`config.mk`:
```
export PLATFORM = sky130hd
export DESIGN_NAME = vec_load_writeback
export DESIGN_NICKNAME = d
export VERILOG_FILES = /design/src/rtl/vec_load_writeback.sv
export SDC_FILE = /design/constraint.sdc
export NUM_CORES = 1
export LEC_CHECK = 0
export ABC_AREA = 1
export BUFFER_PORTS_ARGS = -buffer_cell sky130_fd_sc_hd__buf_2
export CAP_MARGIN = 20
export CORE_UTILIZATION = 51
export DETAILED_ROUTE_END_ITERATION = 10
export PLACE_DENSITY_LB_ADDON = 0.2
export SKIP_CTS_REPAIR_TIMING = 1
export SLEW_MARGIN = 20
export SYNTH_ARGS = -nofsm -noshare
export SYNTH_HDL_FRONTEND = slang
export SYNTH_SLANG_ARGS = --single-unit
```
`constraint.sdc`:
```
create_clock -name clk -period 8.9 [get_ports clk]
set_clock_uncertainty 0.05 [all_clocks]
set_input_delay 1.335 -clock clk [delete_from_list [all_inputs] [get_ports clk]]
set_output_delay 1.335 -clock clk [all_outputs]
set_load 0.01 [all_outputs]
```
`src/rtl/vec_load_writeback.sv`:
```
// vec_load_writeback: gathers LANES consecutive 32-bit memory words into one
// 128-bit vector and writes it to a vector register file in a single strobe.
// Optional feature macro: VLW_TIMEOUT_EN (per-lane wait limit of TIMEOUT cycles,
// err pulse and abort on expiry). Without it, REQ waits indefinitely.
//
// Memory handshake: while mem_rd is high, mem_addr is stable; a lane is
// transferred on the rising edge where mem_rd and mem_valid are both high.
// mem_valid is ignored whenever mem_rd is low.
module vec_load_writeback #(
    parameter int LANE_W  = 32,
    parameter int LANES   = 4,
    parameter int TIMEOUT = 64
) (
    input  logic              clk,
    input  logic              rst,
    input  logic              start,
    input  logic [31:0]       base_addr,
    input  logic [4:0]        rd_in,
    output logic              mem_rd,
    output logic [31:0]       mem_addr,
    input  logic [LANE_W-1:0] mem_rdata,
    input  logic              mem_valid,
    output logic              WriteEn,
    output logic [4:0]        rd,
    output logic [127:0]      InputData,
    output logic              busy,
    output logic              done,
    output logic              err,
    output logic [1:0]        dbg_state
);

    localparam int LANE_CW = (LANES > 1) ? $clog2(LANES) : 1;
    localparam logic [LANE_CW-1:0] LAST_LANE = LANE_CW'(LANES - 1);

    if (LANE_W * LANES != 128 || TIMEOUT < 1) begin : g_bad_cfg
        $error("vec_load_writeback: LANE_W*LANES must be 128 and TIMEOUT >= 1");
    end

    typedef enum logic [1:0] {
        S_IDLE  = 2'b00,
        S_REQ   = 2'b01,
        S_WRITE = 2'b10
    } state_t;

    state_t               state;
    state_t               state_next;
    logic [LANE_CW-1:0]   lane_q;
    logic [31:0]          base_q;
    logic [4:0]           rd_q;
    logic [127:0]         vec_q;
    logic [127:0]         vec_next;
    logic [127:0]         out_q;
    logic                 timeout;
    logic                 capture;

`ifdef VLW_TIMEOUT_EN
    localparam int CNT_W = $clog2(TIMEOUT + 1);
    logic [CNT_W-1:0] wait_q;

    assign timeout = (state == S_REQ) && (wait_q == CNT_W'(TIMEOUT));

    // Per-lane wait counter: idle outside REQ, restarts on every captured lane.
    always_ff @(posedge clk or posedge rst) begin
        if (rst) begin
            wait_q <= '0;
        end else if (state != S_REQ || mem_valid) begin
            wait_q <= '0;
        end else if (!timeout) begin
            wait_q <= wait_q + CNT_W'(1);
        end
    end
`else
    assign timeout = 1'b0;
`endif

    // A lane is accepted only while the request is actually being driven.
    assign capture   = (state == S_REQ) && !timeout && mem_valid;
    assign mem_addr  = (state == S_REQ) ? base_q + {{(30 - LANE_CW){1'b0}}, lane_q, 2'b00} : 32'h0;
    assign rd        = rd_q;
    assign InputData = out_q;
    assign dbg_state = state;

    // Insert the incoming word into the slot of the current lane.
    always_comb begin
        vec_next = vec_q;
        vec_next[int'(lane_q) * LANE_W +: LANE_W] = mem_rdata;
    end

    // State register.
    always_ff @(posedge clk or posedge rst) begin
        if (rst) begin
            state <= S_IDLE;
        end else begin
            state <= state_next;
        end
    end

    // Next-state and strobe decode; unknown encodings fall back to IDLE.
    always_comb begin
        state_next = state;
        mem_rd     = 1'b0;
        WriteEn    = 1'b0;
        done       = 1'b0;
        err        = 1'b0;
        busy       = 1'b1;
        case (state)
            S_IDLE: begin
                busy = 1'b0;
                if (start) begin
                    state_next = S_REQ;
                end
            end
            S_REQ: begin
                if (timeout) begin
                    err        = 1'b1;
                    state_next = S_IDLE;
                end else begin
                    mem_rd = 1'b1;
                    if (mem_valid && lane_q == LAST_LANE) begin
                        state_next = S_WRITE;
                    end
                end
            end
            S_WRITE: begin
                WriteEn    = 1'b1;
                done       = 1'b1;
                state_next = S_IDLE;
            end
            default: begin
                busy       = 1'b0;
                state_next = S_IDLE;
            end
        endcase
    end

    // Operand latch, lane counter and vector assembly; the output vector only
    // changes when a complete load finishes, so it holds across IDLE.
    always_ff @(posedge clk or posedge rst) begin
        if (rst) begin
            base_q <= 32'h0;
            rd_q   <= 5'h0;
            lane_q <= '0;
            vec_q  <= '0;
            out_q  <= '0;
        end else begin
            if (state == S_IDLE && start) begin
                base_q <= base_addr;
                rd_q   <= rd_in;
                lane_q <= '0;
                vec_q  <= '0;
            end else if (capture) begin
                vec_q <= vec_next;
                if (lane_q == LAST_LANE) begin
                    out_q <= vec_next;
                end else begin
                    lane_q <= lane_q + LANE_CW'(1);
                end
            end
        end
    end

endmodule

```
# ---- Yosys cells after proc, flatten, opt, wreduce, memory -nomap -nowiden
# Index checks and enable logic that the tools add are counted.
dict set report totals {
  register_bits 297
  in_bits 73
  output_inout_bits 172
  wordCells 40
}
dict set report classes {
  add_sub_neg 3
  n_eq_ne 6
  shift 2
  n_mux 13
  bitwise_logic 1
  reduce_logical 9
}
# op n
set op_table {}
lappend op_table {{128-bit two-way mux} 2}
lappend op_table {{128-bit bitwise mux} 1}
lappend op_table {{32-bit by 33-bit variable shift with 128-bit output, first input constant} 1}
lappend op_table {{32-bit by 33-bit variable part select with 128-bit output} 1}
lappend op_table {{7-bit negation with 33-bit output} 1}
lappend op_table {{32-bit by 4-bit adder with 32-bit output} 1}
lappend op_table {{32-bit two-way mux} 1}
lappend op_table {{2-bit two-way mux} 5}
lappend op_table {{2-bit equality test, second input constant} 2}
lappend op_table {{2-bit by 1-bit inequality test with 1-bit output, second input constant} 2}
lappend op_table {{2-bit one-hot mux with 2 select lines} 1}
lappend op_table {{2-bit AND reduction} 2}
lappend op_table {{1-bit logical AND} 3}
lappend op_table {{1-bit two-way mux} 3}
lappend op_table {{3-bit AND reduction} 1}
lappend op_table {{2-bit by 1-bit adder with 2-bit output, second input constant} 1}
lappend op_table {{2-bit by 1-bit equality test with 1-bit output, second input constant} 1}
lappend op_table {{2-bit logical NOT} 1}
lappend op_table {{2-bit inequality test, second input constant} 1}
lappend op_table {{2-bit nonzero test} 1}
lappend op_table {{2-bit OR reduction} 1}
lappend op_table {{1-bit NOT} 1}

# ---- Logic depth before layout (Yosys ltp)
# Gate-level depths: netlist of run 1.
dict set report depth {
  depth_word 5
  mapped_depth 10
}

# ---- Least setup slack after synthesis of run 1
# No wires, ideal clock.
dict set report synth_timing {
  path_kind {register to output}
  from {register lane_q[0]}
  to {output port mem_addr[26]}
  arrival_time_ns 1.697
  required_time_ns 7.515
  setup_slack_ns 5.818
  path_stages_with_launch 10
  path_buffers 0
  cell_sequence {dfrtp_1 -> ha_1 -> fa_1 -> nand2_1 -> nor2_1 -> nand2_1 -> nor2_1 -> nand3_1 -> nand2_1 -> nor2_1}
}
dict set report synth_between {
  elab_chain_len 2
}
# element line
set synth_rtl {}
lappend synth_rtl {{start, declared} 47} ;# logic [LANE_CW-1:0] lane_q;
lappend synth_rtl {{start signal, assigned} 156} ;# lane_q <= lane_q + LANE_CW'(1);
lappend synth_rtl {{32-bit by 4-bit adder with 32-bit output} 78} ;# assign mem_addr = (state == S_REQ) ? base_q + {{(30 - LANE_CW){1'b0}}, lane_q, 2'b00} : 32'h0;
lappend synth_rtl {{32-bit two-way mux} 78}
lappend synth_rtl {{end, declared} 20} ;# output logic [31:0] mem_addr,
# Every way passes these cells.

# ---- Final worst setup path of run 1
# Ends and elaborated chain as after synthesis.

==> impl_metrics.yaml, run 1 <==
worst_setup_path:
  critPathKind: "reg2out"
  crit_chain: "ha_1 -> fa_1 -> nand2_1 -> nor2_1 -> nand2_1 -> nor2_1 -> nand3_1 -> nand2_1 -> nor2_1 -> buf_2"
  cp_slowest_stage_delay_ps: 420
  critPathArrivalTime_ps: 2550
  cpLargestDelayFamily: "simple AND/OR/NAND/NOR gates"
  end_kind: "primary output"
  crit_required_ps: 7520
  critPathBufInv: 1
  cpMaxStageDelayCell: "fa_1"
  cp_max_fo: 6
  cp-start-kind: "flip-flop"
grt:
  grt_pass1_wl_mm: 61.9
  overflow: 0
  antenna_found_initial: 0
  grt.total_usage: 0.276
  grt_max_degree: 160
  grt_pass1_vias: 11900
clocking:
  clk_pin_slew_worst_paths_ps: 50
  clockBufferDepth: 3
  cts_root_buffer: "clkbuf_16"
  insertion_delay_ps: 510
  htreeDepth: 2
  numClockSinks: 297
  cts_tree: "built"
  cts_buffers: 34
timing:
  max_freq_ghz: 0.254
  hold_viol: 0
  period_needed_ps: 3940
  holdWs_ps: 436
  period_share: 0.442
  max_slew_margin: 0.228
  final_max_slew_viol_count: 0
  finalSetupViolations: 0
  tns_ps: 0
  rsz0062_at_grt: "false"
  fin_ws_ps: 4960
  worstMarginPinSlew_ps: 1160
floorplan:
  fp-row-count: 59
  dieArea_um2: 27700
  pin_count: 245
  die-width_um: 167
  start_util: 0.526
  coreArea_um2: 26300
  die_h_um: 167
drt:
  vias_per_cell: 5.52
  drt-total-wl_mm: 37.9
  post_drt_wl_per_cell_um: 17.3
  ant_nets: 0
  met2_length_mm: 18.4
  dr_wl_met3_mm: 2.15
  drtIter0Drc: 1020
  routed-via-count: 12100
  top_layer: "met4"
  drc_errors: 13
  wl_met1_mm: 16.3
  dr.pass1.iters: 8
logic_synthesis:
  synthesis.instances: 1661
  synth_cell_types: 33
  syn_avg_cell_area_um2: 8.32
  synth_top_flop_cell: "dfrtp_1"
  synth_edf_count: 0
  yosysTopAreaCell: "dfrtp_1"
  synth.yosys.seq_area_share: 0.538
  synth.cell_area_um2: 13800
  async_reset_ff_frac: 1.00
  yosysTopAreaCellShare: 0.538
  yosysMostFrequentCell: "nand2_1"
  synth_area_leaders: "dfrtp_1 (54%), o21ai_0 (10%), nand2_1 (8.7%), nor2_1 (4.6%), inv_1 (4.5%)"
  ys_ff_latch: 297
  synthTopCellsByCount: "nand2_1 (320), dfrtp_1 (297), o21ai_0 (285), nor2_1 (170), inv_1 (167)"
  synth_fp_nets: 1747
  yosysWarnings: 0
cells_and_area:
  diodes: 0
  drive_gt1_frac: 0.185
  area_growth_pct: 17.0
  fin_nets: 1928
  stdcell_count: 2197
  final.fill_count: 2371
outcome:
  violations: "DRC"
  status: "finished with violations"
place:
  dp_hpwl_mm: 23.8
  place.gp.congestion: 0.881
  port_buffers: 243
  dp_cells: 2141
  dp_slack_ps: 4700
flow_run:
  drv_cap: 0
hold_path:
  hp-class: "reg2reg"
pwr:
  power.density_nw_per_um2: 332
  leakage_nw: 7.74
  irDropWorstVdd_uv: 250
where the power goes:
group / internal (mW) / switching (mW)
Clock: 0.809 / 0.538
Sequential: 1.75 / 0.256
Combinational: 0.639 / 1.37
worst register-to-register path: stages, from the launching register on:
cell and delay [ps]:
dfrtp_1 370, inv_1 100, ha_1 230, nand2_2 70, buf_4 490, nand3_4 630
inv_4 1020, nand2_1 250, o21ai_0 230
cells in the final DEF, fill, tap and decap left out, types with 2 or more instances in the layout:
cell type / count
nor3_1: 2
nor2_4: 2
clkbuf_8: 7
nand2_1: 319
clkbuf_16: 37
o21ai_0: 285
nand3_1: 47
clkbuf_1: 7
nand3b_1: 2
nor2_1: 170
o21ai_1: 53
nand2_2: 3
xnor2_1: 2
buf_4: 12
ha_1: 11
inv_1: 166
clkinv_2: 5
inv_4: 2
o22ai_1: 67
dfrtp_1: 297
a21oi_1: 84
mux2_2: 25
buf_2: 243
buf_12: 2
cell type report:
cell class / count / area [µm²] / area share
flip-flops and latches: 297 / 7430 / 0.460
multi-input cells: 1081 / 5230 / 0.324
repair buffers: 257 / 1350 / 0.0833
clock buffers: 51 / 1050 / 0.0649
inverters: 171 / 651 / 0.0403
well taps: 335 / 419 / 0.0259
clock inverters: 5 / 25.0 / 0.00155
through the flow:
| step | util | total power [mW] | instance area [µm²] |
|---|---|---|---|
| 3_5_place_dp | 0.573 | 4.01 | 15100 |
| 4_1_cts | 0.614 | 5.37 | 16100 |
| 5_1_grt | 0.615 | 5.70 | 16200 |
| 2_1_floorplan | - | 3.27 | 13800 |
| 3_3_place_gp | 0.572 | 3.97 | 15000 |
| 6_report | 0.615 | 5.36 | 16200 |
routing by layer:
layer  global-route usage  vias up
li1                     -     5783
met1                0.375     5863
met2                0.457      402
met3               0.0394       73
met4               0.0942        0
met5                    0        -
worst paths after layout:
kind	slack, ps	end	startpoint	cells past startpoint
max	4960	mem_addr[26]	lane_q[0]	10
min	440	vec_q[100]	vec_q[100]	2
min reg2reg	440	vec_q[100]	vec_q[100]	2
min in group asynchronous	1070	InputData[117]	rst	3
max in group asynchronous	6230	InputData[97]	rst	4
max reg2reg	5360	InputData[67]	dbg_state[0]	8
cell families after synthesis:
kind of cell	Yosys count	synth area share
and+or+nand+nor	550	0.159
AOI/OAI and AO/OA	490	0.184
DFF	297	0.538
buffers and inverters	283	0.0853
muxes	25	0.0204
adders and majority gates	13	0.0123
xor gates and xnor gates	2	0.00127
other	1	0.000271
state kept, by name, summed over array words and instances (netlist names):
register	cells
rd	5
dbg_state	2
InputData	128
base_q	32
vec_q	128
lane_q	2
(Power assumes the default switching activity.)
==> run 2, diff against run 1 <==
--- a/config.mk
+++ b/config.mk
@@ -5,10 +5,10 @@
 export SDC_FILE = /design/constraint.sdc
 export NUM_CORES = 1
 export LEC_CHECK = 0
-export ABC_AREA = 1
+export ABC_AREA = 0
 export BUFFER_PORTS_ARGS = -buffer_cell sky130_fd_sc_hd__buf_2
 export CAP_MARGIN = 20
-export CORE_UTILIZATION = 51
+export CORE_UTILIZATION = 56
 export DETAILED_ROUTE_END_ITERATION = 10
 export PLACE_DENSITY_LB_ADDON = 0.2
 export SKIP_CTS_REPAIR_TIMING = 1
==> constraint.sdc (replaced) <==
create_clock -name clk -period 3.65 [get_ports clk]
set_clock_uncertainty 0.05 [all_clocks]
set_input_delay 0.5475 -clock clk [delete_from_list [all_inputs] [get_ports clk]]
set_output_delay 0.5475 -clock clk [all_outputs]
set_load 0.01 [all_outputs]
==> run 2 against run 1 <==
The flow now finishes without violations. Count of clock-buffer cells in the layout shrank 7. Global-route usage grew 1.0 points. Clock power increased by 140%. Sequential share of layout area rose by 0.75 points. Non-clock buffer count increased by 15. Worst hold slack worse by 340 ps. Register-to-register slack got worse by 4600 ps. Via count decreased by 9.0%. Die area shrank 11%. Routed wire length shrank 7.5%. Power rose by 85%. Final cell count decreased by 11%.
==> impl_metrics.yaml, run 2 <==
outcome:
  status: "completed"
cells_and_area:
  fin_nets: 1698
  fin_area_um2: 15900
  stdcell_count: 1957
  layout_common_cells: "dfrtp_1 (296), nand2_1 (246), buf_2 (243)"
  area_growth_pct: 18.0
  drive_gt1_frac: 0.207
  final.fill_count: 1969
  final_core_util: 0.675
  layout_commonest_cell: "dfrtp_1"
logic_synthesis:
  synth_cell_types: 41
  synth_fp_nets: 1539
  ys_ff_latch: 297
  yosysWarnings: 0
  synth_area_leaders: "dfrtp_1 (55%), nand2_1 (6.9%), nor2b_1 (6.1%), a21oi_1 (5.5%), a22oi_1 (5.4%)"
  async_reset_ff_frac: 1.00
  yosysTopAreaCellShare: 0.552
  synth_edf_count: 0
  yosysTopAreaCell: "dfrtp_1"
  synth.yosys.seq_area_share: 0.552
  synthesis.instances: 1453
  synth_top_flop_cell: "dfrtp_1"
  synthTopCellsByCount: "dfrtp_1 (297), nand2_1 (246), a21oi_1 (147), o21ai_0 (142), nor2b_1 (131)"
  synth.cell_area_um2: 13500
  yosysMostFrequentCell: "dfrtp_1"
  syn_avg_cell_area_um2: 9.27
timing:
  finalSetupViolations: 0
  max_slew_margin: 0.336
  final_max_slew_viol_count: 0
  hold_viol: 0
  holdWs_ps: 93.0
  worstMarginPinSlew_ps: 994
  max_freq_ghz: 0.287
  fin_ws_ps: 160
  period_share: 0.956
  period_needed_ps: 3490
clocking:
  insertion_delay_ps: 550
  numClockSinks: 297
  htreeDepth: 1
  clk_pin_slew_worst_paths_ps: 70
  cts_tree: "built"
  clockBufferDepth: 3
  cts_buffers: 31
  cts_root_buffer: "clkbuf_16"
drt:
  vias_per_cell: 5.64
  drt-total-wl_mm: 35.1
  dr.pass1.iters: 6
  post_drt_wl_per_cell_um: 17.9
  drc_errors: 0
  drtIter0Drc: 866
  ant_nets: 0
  routed-via-count: 11000
worst_setup_path:
  critPathKind: "reg2out"
  cpMaxStageDelayCell: "or4_1"
  cp-start-kind: "flip-flop"
  cpLargestDelayFamily: "simple AND/OR/NAND/NOR gates"
  crit_required_ps: 3050
  crit_chain: "ha_1 -> fa_1 -> nand4_1 -> or3_4 -> or4_1 -> a21oi_1 -> buf_2"
  cp_max_fo: 14
  end_kind: "primary output"
  critPathArrivalTime_ps: 2890
  cp_slowest_stage_delay_ps: 530
  critPathBufInv: 1
grt:
  grt_max_degree: 191
  grt_pass1_wl_mm: 55.8
  grt.total_usage: 0.287
  antenna_found_initial: 1
  overflow: 0
  grt_pass1_vias: 10500
floorplan:
  pin_count: 245
  dieArea_um2: 24700
  coreArea_um2: 23500
  die-width_um: 157
  fp-row-count: 56
  start_util: 0.572
  die_h_um: 157
pwr:
  switchingPower_mw: 3.37
  leakage_nw: 7.80
  seqPwrFrac: 0.407
  switching_share: 0.341
  irDropWorstVdd_uv: 438
  power.density_nw_per_um2: 623
  p_int_mw: 6.53
  p_clk_frac: 0.327
  comb_power_share: 0.266
place:
  place.gp.congestion: 0.805
  dp_hpwl_mm: 21.8
  placed_cell_area_um2: 14800
  port_buffers: 243
  dp_slack_ps: 582
  dp_cells: 1896
hold_path:
  hp-class: "in2async"
flow_run:
  drv_cap: 0
-- run 2: cell types whose count changed after synthesis, sizes merged, moves of 63 or more --
| cell | delta |
|---|---|
| o21ai | -196 |
| o22ai | -67 |
| nor2 | -66 |
| nor2b | +131 |
| inv | -159 |
| a21oi | +63 |
| nand2 | -76 |
| a22oi | +96 |
| clkbuf | +68 |
-- run 2: area by class of cell --
class                      count  area [µm²]  area share
multi-input combinational    999        5460       0.344
inverter                      11        45.0     0.00283
timing repair buffer         272        1500      0.0941
sequential                   297        7430       0.468
clock buffer                  44         905      0.0569
antenna                        1        2.50    0.000157
tap                          319         399      0.0251
clock inverter                14         154     0.00968
-- run 2: path summary, 6_finish.rpt --
kind	slack, ps	startpoint	to	cells after the start
hold / removal	90	rst	InputData[63]	2
setup / recovery	160	base_q[2]	mem_addr[30]	7
max in group asynchronous	2450	rst	InputData[51]	3
min in group clk	140	rd_in[3]	rd[3]	3
hold reg to reg	420	InputData[2]	InputData[2]	2
setup reg to reg	790	lane_q[0]	vec_q[23]	8
-- run 2: kinds of logic after synthesis --
logic type      synth area share
compound gates             0.188
flops                      0.552
xor+xnor                 0.00650
mux                      0.00223
simple gates               0.189
other cells             0.000278
buf+inv                   0.0489
fa+ha+maj                 0.0126
-- run 2: per-layer routing --
metal / global-route usage / routed length, µm
met1: 0.404 / 15600
met2: 0.464 / 16600
met3: 0.0419 / 2100
met4: 0.0804 / 709
met5: 0 / 0
-- run 2: stage by stage --
| stage | setup TNS [ps] | total power [mW] |
|---|---|---|
| 2_1_floorplan | -265100 | 5.71 |
| 3_3_place_gp | 0 | 6.64 |
| 3_5_place_dp | 0 | 6.70 |
| 4_1_cts | -339 | 9.95 |
| 5_1_grt | -6.45 | 10.4 |
| 6_report | 0 | 9.91 |
-- run 2: power groups by stage --
stage,registers (mW),clock network (mW),logic [mW]
6_report,4.03,3.24,2.63
5_1_grt,4.09,3.41,2.92
4_1_cts,4.02,3.28,2.65
3_5_place_dp,4.07,0,2.63
3_3_place_gp,4.06,0,2.58
2_1_floorplan,4.08,0,1.63
